File: src/rtl/fact_accel_if.sv
// fact_accel_if: CPU-side register bus for the factorial accelerator.
//
// Handshake: there is no valid/ready pair. A write happens on every rising
// clk edge where we=1, at word offset a, with data wd. A read is purely
// combinational: rd reflects the register at offset a in the same cycle.
//
// Signals:
//   we  write enable (the address decoder's we_fact)
//   a   word offset within the block (CPU address bits [3:2])
//   wd  CPU write data
//   rd  read data back to the CPU read mux (select 2'b10)
interface fact_accel_if;
  logic        we;
  logic [1:0]  a;
  logic [31:0] wd;
  logic [31:0] rd;

  modport master (output we, output a, output wd, input rd);
  modport slave  (input we, input a, input wd, output rd);
endinterface

File: src/rtl/fact_accel.sv
// fact_accel: memory-mapped factorial accelerator (0x800-0x80C).
// Computes n! with one multiply per clock. Software writes N, writes GO,
// then polls STATUS until done is set and reads RESULT.
//
// Ports:
//   clk        system clock, rising edge
//   rst        synchronous active-high reset
//   bus        fact_accel_if.slave: we, a[1:0], wd[31:0] in; rd[31:0] out
//   state_dbg  current FSM state (0=IDLE, 1=CALC, 2=FIN)
//
// Register map (offset a):
//   00 N       RW, wd[N_W-1:0], reads zero-extended
//   01 GO      W: wd[0]=1 starts when idle; R: {31'b0, busy}
//   10 STATUS  RO: {16'b0, cyc[7:0], 6'b0, err, done}
//   11 RESULT  RO
//
// Optional build macro FACT_CYCLE_CNT_EN adds an 8-bit saturating cycle
// counter at STATUS[15:8]; without it those bits read zero.
module fact_accel #(
  parameter int N_W   = 4,
  parameter int MAX_N = 12
) (
  input  logic         clk,
  input  logic         rst,
  fact_accel_if.slave  bus,
  output logic [1:0]   state_dbg
);

  typedef enum logic [1:0] {
    IDLE = 2'd0,
    CALC = 2'd1,
    FIN  = 2'd2
  } state_t;

  localparam logic [1:0]     A_N      = 2'b00;
  localparam logic [1:0]     A_GO     = 2'b01;
  localparam logic [1:0]     A_STATUS = 2'b10;
  localparam logic [N_W-1:0] MAX_N_V  = N_W'(MAX_N);
  localparam logic [N_W-1:0] ONE_V    = N_W'(1);

  state_t          state, state_nxt;
  logic [N_W-1:0]  n_reg;
  logic [N_W-1:0]  cnt;
  logic [31:0]     prod;
  logic [31:0]     result;
  logic            done, err, busy;
  logic            err_pend;   // the accepted start had n > MAX_N
  logic [7:0]      cyc_val;

  logic go_wr;
  logic start_acc;
  logic calc_step;

  assign go_wr     = bus.we && (bus.a == A_GO) && bus.wd[0];
  assign state_dbg = state;

  // State register.
  always_ff @(posedge clk) begin
    if (rst) state <= IDLE;
    else     state <= state_nxt;
  end

  // Next state and datapath strobes. GO writes outside IDLE fall through
  // untouched, so a start never restarts or queues while busy.
  always_comb begin
    state_nxt = state;
    start_acc = 1'b0;
    calc_step = 1'b0;
    case (state)
      IDLE: begin
        if (go_wr) begin
          start_acc = 1'b1;
          state_nxt = (n_reg > MAX_N_V) ? FIN : CALC;
        end
      end
      CALC: begin
        if (cnt <= ONE_V) state_nxt = FIN;
        else              calc_step = 1'b1;
      end
      FIN:     state_nxt = IDLE;
      default: state_nxt = IDLE;
    endcase
  end

  // Register file and datapath. cnt is a private copy of N taken at start,
  // so N writes during CALC do not disturb the running computation.
  always_ff @(posedge clk) begin
    if (rst) begin
      n_reg    <= '0;
      cnt      <= '0;
      prod     <= 32'd1;
      result   <= 32'd0;
      done     <= 1'b0;
      err      <= 1'b0;
      busy     <= 1'b0;
      err_pend <= 1'b0;
    end else begin
      if (bus.we && (bus.a == A_N)) n_reg <= bus.wd[N_W-1:0];

      if (start_acc) begin
        cnt      <= n_reg;
        prod     <= 32'd1;
        done     <= 1'b0;
        err      <= 1'b0;
        busy     <= 1'b1;
        err_pend <= (n_reg > MAX_N_V);
      end

      if (calc_step) begin
        prod <= prod * {{(32-N_W){1'b0}}, cnt};
        cnt  <= cnt - ONE_V;
      end

      if (state == FIN) begin
        result <= err_pend ? 32'd0 : prod;
        err    <= err_pend;
        done   <= 1'b1;
        busy   <= 1'b0;
      end
    end
  end

`ifdef FACT_CYCLE_CNT_EN
  // Counts cycles spent in CALC and FIN for the last run; holds afterwards.
  logic [7:0] cyc;
  always_ff @(posedge clk) begin
    if (rst)
      cyc <= 8'd0;
    else if (start_acc)
      cyc <= 8'd0;
    else if (((state == CALC) || (state == FIN)) && (cyc != 8'hFF))
      cyc <= cyc + 8'd1;
  end
  assign cyc_val = cyc;
`else
  assign cyc_val = 8'd0;
`endif

  // Combinational read mux.
  always_comb begin
    case (bus.a)
      A_N:      bus.rd = {{(32-N_W){1'b0}}, n_reg};
      A_GO:     bus.rd = {31'b0, busy};
      A_STATUS: bus.rd = {16'b0, cyc_val, 6'b0, err, done};
      default:  bus.rd = result;
    endcase
  end

endmodule

File: src/flat_wrapper.sv
// flat-port wrapper written by rule: the top's interface ports become plain ports
module fact_accel_flat 
#(
  parameter int N_W   = 4,
  parameter int MAX_N = 12
)
  (clk, rst, state_dbg, bus_we, bus_a, bus_wd, bus_rd);
  fact_accel_if bus_i ();
  input  logic clk;
  input  logic rst;
  output logic [1:0] state_dbg;
  input wire logic [$bits(bus_i.we)-1:0] bus_we;
  input wire logic [$bits(bus_i.a)-1:0] bus_a;
  input wire logic [$bits(bus_i.wd)-1:0] bus_wd;
  output wire logic [$bits(bus_i.rd)-1:0] bus_rd;
  assign bus_i.we = bus_we;
  assign bus_i.a = bus_a;
  assign bus_i.wd = bus_wd;
  assign bus_rd = bus_i.rd;
  fact_accel #(.N_W(N_W), .MAX_N(MAX_N)) u_core (.clk(clk), .rst(rst), .bus(bus_i), .state_dbg(state_dbg));
endmodule
File: config.mk
export PLATFORM = sky130hd
export DESIGN_NAME = fact_accel_flat
export DESIGN_NICKNAME = d
export VERILOG_FILES = /design/src/rtl/fact_accel_if.sv /design/src/rtl/fact_accel.sv /design/src/flat_wrapper.sv
export SDC_FILE = /design/constraint.sdc
export NUM_CORES = 1
export LEC_CHECK = 0
export BUFFER_PORTS_ARGS = -buffer_cell sky130_fd_sc_hd__buf_2
export CAP_MARGIN = 0
export CELL_PAD_IN_SITES_DETAIL_PLACEMENT = 2
export CELL_PAD_IN_SITES_GLOBAL_PLACEMENT = 2
export CORE_MARGIN = 4
export CORE_UTILIZATION = 39
export DETAILED_ROUTE_END_ITERATION = 10
export GPL_TIMING_DRIVEN = 0
export PLACE_DENSITY_LB_ADDON = 0.1
export SLEW_MARGIN = 25
export SYNTH_ARGS = -nofsm -noshare
export SYNTH_HDL_FRONTEND = slang
export SYNTH_SLANG_ARGS = --single-unit
File: constraint.sdc
create_clock -name clk -period 6.37 [get_ports clk]
set_input_delay 0.9555 -clock clk [delete_from_list [all_inputs] [get_ports clk]]
set_output_delay 0.9555 -clock clk [all_outputs]
set_load 0.01 [all_outputs]
**Word-level counts from Yosys, hierarchy flattened**

Cells that the tools add are included.

- Logic and storage cells: 45
- Register bits: 78
- Input bits: 37

- Add/subtract/negate cells: 1
- Equal/unequal tests: 6
- Multiplexer cells: 17
- $mul: 1
- $lt $le $gt $ge: 2
- Reductions and logical operators: 9

Operator list:

| kind | number |
|---|---|
| 2-to-1 mux 32 bit | 3 |
| one-hot mux 32 bit (3 select lines) | 1 |
| multiplier 32 x 4 -> 32 bit | 1 |
| 2-to-1 mux 4 bit | 2 |
| 2-to-1 mux 1 bit | 7 |
| 2-to-1 mux 2 bit | 3 |
| == test 2 x 1 -> 1 bit, second input constant | 2 |
| == test 2 bit, second input constant | 2 |
| > comparator 4 bit, second input constant | 1 |
| less-or-equal comparator 4 x 1 -> 1 bit, second input constant | 1 |
| logical NOT 2 bit | 2 |
| != test 2 x 1 -> 1 bit, second input constant | 2 |
| one-hot mux 2 bit (2 select lines) | 1 |
| nonzero test 2 bit | 2 |
| subtractor 4 x 1 -> 4 bit, second input constant | 1 |
| logical AND 1 bit | 3 |
| AND reduction 2 bit | 1 |
| OR reduction 2 bit | 1 |

**Depth between registers and ports, before layout**

- Depth after elaboration: 7
- Gate-level depth with buffers: 17

**Least setup slack after synthesis**

No wires, ideal clock.

- Path kind: reg2reg
- From: register u_core.cnt[2]
- To: register u_core.prod[28]
- Cell stages (with the launch flop): 16
- Slack: 2477 ps
- Required time: 6241 ps
- Path buffers: 2
- Data arrival time: 3764 ps
- Setup time: 129 ps
- Cell sequence: dfxtp_1 -> clkbuf_1 -> clkbuf_1 -> nand2_1 -> fa_1 -> fa_1 -> inv_1 -> fa_1 -> a21o_1 -> a221oi_2 -> o221a_4 -> o41ai_4 -> and2b_1 -> a31oi_1 -> xor2_1 -> o21ai_0

- Longest elaborated chain between the ends: 4

RTL lines:

| element | RTL line | text |
|---|---|---|
| from (decl) | fact_accel.sv:43 | `logic [N_W-1:0] cnt;` |
| from (signal assigned) | fact_accel.sv:101 | `cnt <= n_reg;` |
| from (signal assigned) | fact_accel.sv:111 | `cnt <= cnt - ONE_V;` |
| parallel branches: the longest is 4 deep, another holds multiplier 32 x 4 -> 32 bit | -- |  |
| to (signal assigned) | fact_accel.sv:110 | `prod <= prod * {{(32-N_W){1'b0}}, cnt};` |
| to (decl) | fact_accel.sv:44 | `logic [31:0] prod;` |

Parallel ways; which one is timed is not known.
A chain may end at the register's enable or synchronous reset.

**Worst setup path after layout**

- From: register u_core.cnt[2]
- To: register u_core.prod[26]

The elaborated chain is that of the path after synthesis.

==> flow_summary.yaml <==
routing:
  ant_nets: 0
  viasPerCell: 5.43
  avgRoutedWirePerCell_um: 20.4
  vias: 5878
  drc_errors: 0
  drt-total-wl_um: 22100
  drt_iter0_drc: 199
  firstDrtPassIters: 5
pwr:
  power_density_mw_per_mm2: 148
  clkPwrFrac_pct: 52.5
  p_int_w: 0.000851
  p_comb_share_pct: 3.1
  power_frac_seq_pct: 44.4
  leakage_nw: 3.60
  p_sw_share_pct: 23.1
  p_sw_w: 0.000256
  peakVddDrop_uv: 112
setup_path:
  startpoint_type: "register"
  cp_num_cells: 14
  rr_worst_depth: 14
  worstPathArrival_ns: 5.10
  path_cells: "clkbuf_1 > clkbuf_1 > nand2_1 > fa_1 > fa_1 > inv_1 > fa_1 > a21o_1 > a221oi_2 > o221a_4 > o31ai_2 > a311oi_1 > xor2_1 > o21ai_0"
  regToRegSetupSlack_ns: 1.48
  crit_top_cell: "fa_1"
  critical_path.max_fanout: 10
  crit_path_start: "u_core.cnt[2]$_SDFFE_PP0P_"
  path_delay_family: "compound AO/OA/AOI/OAI gates"
  path_buf_inv: 3
  critPathSlowestCell: "fa_1"
  r2r_end: "u_core.prod[26]$_SDFFE_PP0P_"
  r2r-start: "u_core.cnt[2]$_SDFFE_PP0P_"
  cp.required_ns: 6.58
  critPathCapture: "u_core.prod[26]$_SDFFE_PP0P_"
  crit_type: "register to register"
  crit_path_end_kind: "register"
  slowest_delay_ns: 0.55
grt:
  grt_max_degree: 14
  grt_pass1_vias: 6630
  grt_overflow: 0
  grt_pass1_wl_um: 36400
  antenna_found_initial: 0
  grt_usage_pct: 23.3
timing:
  slew_headroom_pct: 38.3
  fmax_mhz: 205
  worst_pin_slew_ns: 0.911
  final.setup.tns_ns: 0
  post-route-period-util_pct: 76.7
  period_minus_slack_ns: 4.89
  finalMaxSlewViolations: 0
  setup_violations: 0
  rsz0062_at_grt: "no"
  fin_skew_ns: 0.00695
  hold_viol_final: 0
clocking:
  htreeDepth: 3
  cts_root_buf: "clkbuf_16"
  path_clk_slew_ns: 0.06
  cts_resized: 0
  cts_tree: "built"
  postCtsSetupRepairBufs: 0
  cts-buffers-inserted: 9
  clockBufferDepth: 2
  cts_sinks: 78
  clk-insertion-delay-late_ns: 0.35
  ctsHoldBuffers: 0
logic_synthesis:
  syn-cell-area_mm2: 0.00668
  synth-seq-area-share_pct: 23.4
  synth_edf_count: 0
  syn_nets: 933
  avgSynthCellArea_um2: 8.30
  synth_ff_type: "dfxtp_1"
  synthCells: 805
  synthDistinctLibCells: 59
  synthArstFlopShare_pct: 0
  yosysWarningCount: 0
  yosys_register_bits: 78
die:
  row_count: 47
  core_mm2: 0.0167
  ios: 71
  dieArea_mm2: 0.0193
  die_x_um: 139
  floorplan.initialDensity_pct: 40.0
  die_y_um: 139
hold_path:
  hold_start: "u_core.busy$_SDFFE_PP0P_"
  hold_depth: 1
  hold_path.class: "register to register"
final_layout:
  reg.largest.list: "u_core.prod x32, u_core.result x32"
  area_delta_synth_final_pct: 12.0
  drive_gt1_share_pct: 8.47
  antenna_cells: 0
  final_cell_mix: "116 x inv_1, 90 x and2_1, 81 x nand2_1"
  final_nets: 985
  finish.instance_area_mm2: 0.00748
  layout_commonest_cell: "inv_1"
placement:
  place.gp.congestion: 0.824
  dp_hpwl_um: 17200
  io_buffer_count: 41
  placed_area_mm2: 0.00716
flow_run:
  cap_viol_max_count: 0
outcome:
  status: "finished clean"
## synth_stat cells, drive strengths merged, types with 3 or more instances
cell | count | area [µm²]
a21o | 10 | 75.1
a21oi | 33 | 165
a221oi | 6 | 82.6
a22o | 38 | 333
a31oi | 5 | 37.5
and2 | 90 | 563
and3 | 33 | 208
buf | 3 | 15.0
clkbuf | 41 | 154
dfxtp | 78 | 1560
fa | 57 | 1140
ha | 34 | 425
inv | 116 | 435
mux2i | 6 | 60.1
nand2 | 81 | 304
nand2b | 5 | 31.3
nand3 | 9 | 45.0
nand4 | 8 | 50.1
nor2 | 37 | 139
nor2b | 3 | 21.3
nor3 | 5 | 25.0
o21ai | 43 | 219
o21bai | 3 | 22.5
or3 | 3 | 18.8
xnor2 | 13 | 114
xor2 | 14 | 123
## layout make-up
type	instances	area, µm²
clock inverter	6	83.8
multi-input combinational	567	4510
sequential	78	1560
buffer	44	169
tap	220	275
fill	1917	9220
inverter	116	435
timing repair buffer	41	205
clock buffer	10	239
## cell families after synthesis
family                     Yosys count  synth area share [%]
and+or+nand+nor                    282                  22.0
DFF                                 78                  23.4
xor gates and xnor gates            27                  3.54
buffers and inverters              160                  9.05
muxes                                8                  1.41
AOI/OAI and AO/OA                  159                  17.2
adders and majority gates           91                  23.5
## worst min-delay path by stage
stage	endpoint	slack, ns
after floorplan	u_core.busy$_SDFFE_PP0P_	0.44
after global placement	u_core.busy$_SDFFE_PP0P_	0.45
after detailed placement	u_core.busy$_SDFFE_PP0P_	0.45
after CTS	u_core.busy$_SDFFE_PP0P_	0.47
after global routing	u_core.busy$_SDFFE_PP0P_	0.49
final	u_core.busy$_SDFFE_PP0P_	0.47
## metrics by stage
step                utilization [%]  power (W)  hold slack, ns  setup WS (ns)  instances
floorplan                         -   0.000520           0.436           2.48        805
global placement               42.9   0.000535           0.447           1.65       1066
detailed placement             42.9   0.000537           0.454           1.49       1066
CTS                            44.8    0.00112           0.470           1.44       1082
global route                   44.8    0.00114           0.489           1.18       1082
finish                         44.8    0.00111           0.466           1.48       1082
## per-layer routing
layer | routed length (µm) | GRT usage (%)
met2 | 11200 | 41.9
met5 | 0 | 0
met4 | 298 | 5.15
met3 | 565 | 2.69
met1 | 10000 | 30.3
## power groups by stage
stage	Sequential, W	Clock, W	Combinational [W]
after global placement	0.000502	0	0.0000329
after floorplan	0.000501	0	0.0000185
after detailed placement	0.000502	0	0.0000350
after global routing	0.000491	0.000612	0.0000384
after CTS	0.000491	0.000591	0.0000352
final	0.000491	0.000581	0.0000347
Note: power is estimated with default switching activity, not from simulation.
